$ cat config.mk
export PLATFORM = sky130hd
export DESIGN_NAME = mem_copy_engine
export DESIGN_NICKNAME = d
export VERILOG_FILES = /design/src/rtl/mem_copy_engine.sv
export SDC_FILE = /design/constraint.sdc
export NUM_CORES = 1
export LEC_CHECK = 0
export CAP_MARGIN = 40
export CORE_ASPECT_RATIO = 1.4
export CORE_MARGIN = 2
export CORE_UTILIZATION = 46
export CTS_CLUSTER_SIZE = 30
export DETAILED_ROUTE_END_ITERATION = 10
export GPL_TIMING_DRIVEN = 1
export PLACE_DENSITY_LB_ADDON = 0.3
export SETUP_SLACK_MARGIN = 0.05
export SLEW_MARGIN = 20
export SYNTH_ARGS = -nofsm -noshare
export SYNTH_HDL_FRONTEND = slang
export SYNTH_SLANG_ARGS = --single-unit
$ cat constraint.sdc
create_clock -name CLK -period 1.9 [get_ports CLK]
set_input_delay 0.38 -clock CLK [delete_from_list [all_inputs] [get_ports CLK]]
set_output_delay 0.38 -clock CLK [all_outputs]
set_load 0.01 [all_outputs]
$ cat src/rtl/mem_copy_engine.sv
// Byte-at-a-time block copy engine for the single-port 8-bit data memory.
// Optional running checksum of copied bytes: define MEM_COPY_CHECKSUM_EN.
module mem_copy_engine (
    input  logic       CLK,
    input  logic       reset,
    input  logic       start,
    input  logic [7:0] src_addr,
    input  logic [7:0] dst_addr,
    input  logic [7:0] length,
    output logic [7:0] Data_address,
    output logic       Data_read_en,
    output logic       Data_write_en,
    output logic [7:0] Data_memory_in,
    input  logic [7:0] Data_memory_out,
    output logic       busy,
    output logic       done,
    output logic [7:0] checksum
);

    typedef enum logic [1:0] {
        IDLE  = 2'd0,
        READ  = 2'd1,
        WRITE = 2'd2,
        DONE  = 2'd3
    } state_t;

    state_t     state, state_next;
    logic [7:0] src_q, dst_q, rem_q, data_q;
    logic       accept;

    assign accept = (state == IDLE) && start;

    always_ff @(posedge CLK) begin
        if (!reset) state <= IDLE;
        else        state <= state_next;
    end

    always_comb begin
        state_next = state;
        case (state)
            IDLE:    if (start) state_next = (length == '0) ? DONE : READ;
            READ:    state_next = WRITE;
            WRITE:   state_next = (rem_q == 8'd1) ? DONE : READ;
            DONE:    state_next = IDLE;
            default: state_next = IDLE;
        endcase
    end

    always_comb begin
        Data_address   = '0;
        Data_read_en   = 1'b0;
        Data_write_en  = 1'b0;
        Data_memory_in = '0;
        case (state)
            READ: begin
                Data_address = src_q;
                Data_read_en = 1'b1;
            end
            WRITE: begin
                Data_address   = dst_q;
                Data_write_en  = 1'b1;
                Data_memory_in = data_q;
            end
            default: ;
        endcase
    end

    assign busy = (state != IDLE);
    assign done = (state == DONE);

    // Address registers wrap naturally at 8 bits.
    always_ff @(posedge CLK) begin
        if (!reset) begin
            src_q  <= '0;
            dst_q  <= '0;
            rem_q  <= '0;
            data_q <= '0;
        end else begin
            if (accept) begin
                src_q <= src_addr;
                dst_q <= dst_addr;
                rem_q <= length;
            end
            if (state == READ) data_q <= Data_memory_out;
            if (state == WRITE) begin
                src_q <= src_q + 8'd1;
                dst_q <= dst_q + 8'd1;
                rem_q <= rem_q - 8'd1;
            end
        end
    end

`ifdef MEM_COPY_CHECKSUM_EN
    logic [7:0] checksum_q;

    always_ff @(posedge CLK) begin
        if (!reset)              checksum_q <= '0;
        else if (accept)         checksum_q <= '0;
        else if (state == WRITE) checksum_q <= checksum_q + data_q;
    end

    assign checksum = checksum_q;
`else
    assign checksum = '0;
`endif

endmodule

### After elaboration in Yosys (flattened, before gate mapping)

Cells that the tools add are included.

* word-level logic and storage cells: 32
* bits of input ports: 35
* bits in registers: 34
* output and inout bits: 28

* mux-type cells: 14
* equality and inequality tests: 5
* add/subtract/negate cells: 3
* reductions and logical operators: 5

Operators with widths (number)
* $mux W8: 7
* $add A8 B1 Y8 const B: 2
* $pmux W8 S2: 1
* $eq A8 B1 Y1 const B: 1
* $logic_not A8 Y1: 1
* $pmux W2 S4: 1
* $sub A8 B1 Y8 const B: 1
* $mux W2: 3
* $eq A2 B2 Y1 const B: 2
* $reduce_bool A2 Y1: 2
* $eq A2 B1 Y1 const B: 1
* $logic_not A2 Y1: 1
* $mux W1: 2
* $ne A2 B2 Y1 const B: 1
* $logic_and A1 B1 Y1: 1

### Depth between registers and ports, before layout

* word-level depth: 4
* depth in mapped cells: 8
* gate-level depth less buffers: 6

### Least setup slack after synthesis

OpenSTA, ideal clock, no wires.

* kind: reg-to-output
* start point: register state[1]
* end point: output Data_address[5]
* stages on the path, launching flop included: 7
* arrival time: 1507 ps
* required time: 1520 ps
* buffers on the path: 2
* setup slack: 13 ps
* cells stage by stage: dfxtp_1 -> inv_1 -> ha_1 -> clkbuf_1 -> buf_2 -> nand2_1 -> a21boi_0

* word-level cells in the longest chain between the ends: 2
* elaborated cells on any way between the ends: 3
* those cells by class: eq/ne (2); mux (1)

RTL lines
* start, declared: line 27 `state_t state, state_next;`
* start signal, assigned: line 35 `else state <= state_next;`
* $eq A2 B2 Y1 or $eq A2 B1 Y1 (tied branches): line 54 `case (state)`
* $pmux W8 S2 *: line 54
* end, declared: line 10 `output logic [7:0] Data_address,`

Mark *: on every way between the ends. The rest lies on a longest branch, timed or not.

### Worst setup path in the final report

* start point: register state[1]
* end point: output Data_address[6]

The elaborated chain is that of the path after synthesis.

==> parameters.txt <==
Parameter                              Value

Global routing
  GR Util All Layers ... between 20% and 30%
  Global routing usage on met3 ... approximately 4.6%
  Busiest metal layer after global routing ... met2
  Global-route wire length before repair ... 9030 um
  Number of antenna violations at the first check in global routing ... 0
  Met1 layer usage reported by global route ... 26.6%
  Number of global-route vias before repair ... between 2,000 and 2,500
  GR Overflow Total ... 0
  GRT met2 Usage ... between 40% and 50%
  Largest net degree at the start of global routing ... 31

Logic synthesis
  Warning count from the yosys run ... 0
  Post-synthesis instance area ... roughly 2000 sq um
  Ranking of synthesized cells by area ... sky130_fd_sc_hd__dfxtp_1, sky130_fd_sc_hd__ha_1, sky130_fd_sc_hd__nor2_1
  Most frequent cells after synthesis ... sky130_fd_sc_hd__dfxtp_1, sky130_fd_sc_hd__nor2_1, sky130_fd_sc_hd__nand2_1, sky130_fd_sc_hd__o21ai_0, sky130_fd_sc_hd__a21oi_1
  Area fraction of the dominant cell type after synthesis ... between 30% and 40%
  Synth Instances ... about 240
  Area leader, netlist ... sky130_fd_sc_hd__dfxtp_1
  Cell with the most instances after synthesis ... sky130_fd_sc_hd__dfxtp_1
  Top_reg_cell synth ... sky130_fd_sc_hd__dfxtp_1
  Number of storage elements in the synthesis netlist ... 34
  Fraction of synthesis flops using an asynchronous set or reset pin ... 0%
  Part of the Yosys area used for sequential elements ... 34.0%
  Number of enable flip-flop cells after synthesis ... 0
  Synthesized area divided by synthesized cell count ... 8.41 sq um
  Yosys cell types ... 47

Clock network
  TritonCTS clock tree ... yes
  Number of sinks driven by the clock tree ... 34
  Clock insertion delay at the later pin of the skew report ... between 0.2 and 0.3 ns
  Clk pin slew, worst setup/hold paths ... approximately 0.07 ns
  Buffers from clock root to sink, at most ... 2
  Buffer cell driving the clock tree root ... sky130_fd_sc_hd__clkbuf_8
  CTS H-Tree Depth ... 2
  Number of buffers inserted during clock tree synthesis ... 5

Place
  Half-perimeter wire length after placement ... roughly 4000 um
  Number of buffers added on ports ... 54
  Cell count after placement ... around 350
  Final estimated routing congestion in global placement ... between 0.8 and 0.9

Pwr
  Fraction of power spent switching nets ... around a third
  Leakage ... 1.18 nW
  Internal cell power ... around 0.0014 W
  IR drop worst, VDD ... 524 uV
  Cell Pwr Density ... 707 nW/um^2
  Part of the power in combinational logic ... 31.2%
  Relative contribution of the clock network to total power ... 25.6%
  Sequential share of power ... 43.2%
  Switching power summed over all nets ... 0.000666 W

Die
  Die X ... 59.8 um
  Die footprint ... a little under 5000 sq um
  Starting density of the core ... 47.6%
  I/O pin count ... between 60 and 70
  Core outline area ... roughly 4200 sq um
  Overall die height ... 82.1 um
  # rows ... 28

Finish
  Area grow syn2layout ... 43.7%
  Final Util ... about two thirds
  Fraction of layout cells with a size suffix above 1 ... a little over a fifth
  Final cell count without fillers ... about 360
  Nets ... around 360
  N_diodes ... 0
  Multi-input logic area ... around 1300 sq um
  Fill cell count ... approximately 360
  Sequential cell area ... about 700 sq um

Routing
  Via count ... roughly 2,100
  Pre-antenna DRT Iters ... 5
  Via density per instance ... between 5 and 6
  Routed wire length ... just over 6000 um
  Remaining number of nets flagged by the antenna check after routing ... 0
  Drt wl/cell ... roughly 17 um
  DRC violation total after the first TritonRoute iteration ... between 100 and 150
  DRC violation count after routing ... 0

Worst setup path
  Launch point of the worst reg-to-reg path ... state[0]
  Critical-path maximum fanout ... 8
  Data arrival time of the critical path ... roughly 1.5 ns
  Worst Path Class, Setup ... flip-flop to output port
  Worst setup slack for register-to-register paths ... approximately 0.08 ns
  Launching element type of the critical path ... flip-flop
  R2R Path End ... rem_q[5]
  Worst path cell trace ... inv_4 > ha_4 > buf_6 > a22oi_2 > nor2b_1 > clkdlybuf4s15_2
  Critical path's largest stage delay ... 0.39 ns
  Req. time, crit path ... between 1.5 and 2 ns
  CP endpoint kind ... output port
  Slowest stage cell on the critical path ... sky130_fd_sc_hd__dfxtp_4
  Count of cells along the worst register-to-register path ... 8

Worst hold path
  Hold crit path type ... flip-flop to flip-flop
  End of the worst hold path ... data_q[5]
  Hold path startpoint ... data_q[5]
  Hold Crit Depth ... 2

Timing
  Post-layout min period ... between 1.5 and 2 ns
  Number of pins exceeding their max-slew limit in the final report ... 0
  Share of the clock period used by the worst path after layout ... 97.9%
  Clock tree skew after final layout ... roughly 0.01 ns
  Highest clock frequency the design can meet ... 538 MHz
  Setup repair after global routing missed its margin ... true
  Setup-failing EPs final ... 0
  Final number of hold-violating endpoints ... 0

Flow run
  MaxCap Viol Count ... 0

Status
  Run status ... finished clean
==> cell families (layout without fill, tap and decap cells) <==
| group | Yosys count | in the layout | share of synthesized area, % |
|---|---|---|---|
| AND/OR/NAND/NOR | 87 | 87 | 23.8 |
| flip-flops | 34 | 34 | 34.0 |
| AO/OA/AOI/OAI | 68 | 68 | 24.0 |
| multiplexers | 9 | 9 | 4.56 |
| adder cells (fa/ha/maj) | 9 | 9 | 5.63 |
| other | 1 | 8 | 0.187 |
| buffers and inverters | 30 | 97 | 7.81 |
==> layout make-up <==
class / count / area share, %
Clock inverter: 2 / 0.348
Timing Repair Buffer: 82 / 26.0
Clock buffer: 5 / 2.39
Sequential cell: 34 / 23.9
Tap cell: 45 / 1.96
Multi-Input combinational cell: 181 / 44.1
Inverter: 8 / 1.30
==> per-layer routing <==
| metal | vias up | share of wire, % |
|---|---|---|
| li1 | 1017 | - |
| met1 | 1006 | 39 |
| met2 | 79 | 54 |
| met3 | 16 | 4.2 |
| met4 | 0 | 2.4 |
| met5 | - | 0 |
==> flip-flops by register name, indices dropped and copies added, names as in the netlist <==
signal,flops
data_q,8
dst_q,8
rem_q,8
src_q,8
state,2
==> cell usage in the layout, fill, tap and decap left out, types with 3 or more instances in the layout <==
| master | count |
|---|---|
| sky130_fd_sc_hd__clkdlybuf4s50_1 | 34 |
| sky130_fd_sc_hd__dfxtp_1 | 32 |
| sky130_fd_sc_hd__nor2_1 | 27 |
| sky130_fd_sc_hd__buf_4 | 21 |
| sky130_fd_sc_hd__o21ai_0 | 12 |
| sky130_fd_sc_hd__nand2_1 | 11 |
| sky130_fd_sc_hd__a21oi_1 | 11 |
| sky130_fd_sc_hd__clkbuf_2 | 10 |
| sky130_fd_sc_hd__nor2b_1 | 9 |
| sky130_fd_sc_hd__and2_1 | 8 |
| sky130_fd_sc_hd__mux2i_1 | 8 |
| sky130_fd_sc_hd__conb_1 | 8 |
| sky130_fd_sc_hd__a211oi_1 | 7 |
| sky130_fd_sc_hd__nor3_1 | 7 |
| sky130_fd_sc_hd__a311oi_1 | 6 |
| sky130_fd_sc_hd__nand3_1 | 6 |
| sky130_fd_sc_hd__ha_1 | 6 |
| sky130_fd_sc_hd__buf_2 | 6 |
| sky130_fd_sc_hd__inv_1 | 5 |
| sky130_fd_sc_hd__clkbuf_8 | 5 |
| sky130_fd_sc_hd__a22oi_1 | 4 |
| sky130_fd_sc_hd__and3_1 | 4 |
| sky130_fd_sc_hd__a221oi_1 | 4 |
| sky130_fd_sc_hd__a22oi_2 | 3 |
| sky130_fd_sc_hd__a222oi_1 | 3 |
| sky130_fd_sc_hd__a21o_1 | 3 |
| sky130_fd_sc_hd__nand4_1 | 3 |
| sky130_fd_sc_hd__ha_4 | 3 |
==> power groups by stage <==
stage	combinational, W	sequential [W]	clock [W]
after global placement	0.000564	0.000873	0
after global routing	0.000684	0.000887	0.000551
after floorplan	0.000344	0.000859	0
after CTS	0.000593	0.000865	0.000526
after detailed placement	0.000574	0.000877	0
final	0.000634	0.000878	0.000521
==> critical path: cells and delay by family, from the launching register on <==
| family | cells | cell delay, ns |
|---|---|---|
| buffers and inverters | 3 | 0.41 |
| flip-flops | 1 | 0.39 |
| adder cells (fa/ha/maj) | 1 | 0.16 |
| AND/OR/NAND/NOR | 1 | 0.06 |
| AO/OA/AOI/OAI | 1 | 0.17 |
==> worst max path at each step <==
stage | start | slack, ns | endpoint | cells past startpoint
floorplan | state[1] | 0.07 | Data_address[7] | 6
global placement | state[0] | -0.01 | Data_address[2] | 6
detailed placement | start | -0.07 | dst_q[2] | 6
CTS | state[0] | 0.01 | Data_address[5] | 6
global route | state[0] | -0.01 | rem_q[5] | 8
finish | state[1] | 0.04 | Data_address[6] | 6
==> per-stage QoR <==
stage | worst slack [ns] | setup TNS, ns | cell area, sq um | power (W) | hold WS (ns)
floorplan | 0.0722 | 0 | 2030 | 0.00120 | 0.447
global placement | -0.0107 | -0.0349 | 2710 | 0.00144 | 0.464
detailed placement | -0.0700 | -0.480 | 2710 | 0.00145 | 0.476
CTS | 0.0122 | 0 | 2830 | 0.00198 | 0.492
global route | -0.0115 | -0.0115 | 2880 | 0.00212 | 0.516
finish | 0.0400 | 0 | 2880 | 0.00203 | 0.486
==> what timing repair did <==
action | 4_1_cts | 5_1_grt
endpoints found under the setup margin | 22 | 20
gates resized for setup | 50 | 38
setup buffers | 0 | 1
pin swaps | 0 | 9
gates cloned | 0 | 2
hold buffers | 0 | 0
No activity file was read; power rests on OpenSTA's default activity.
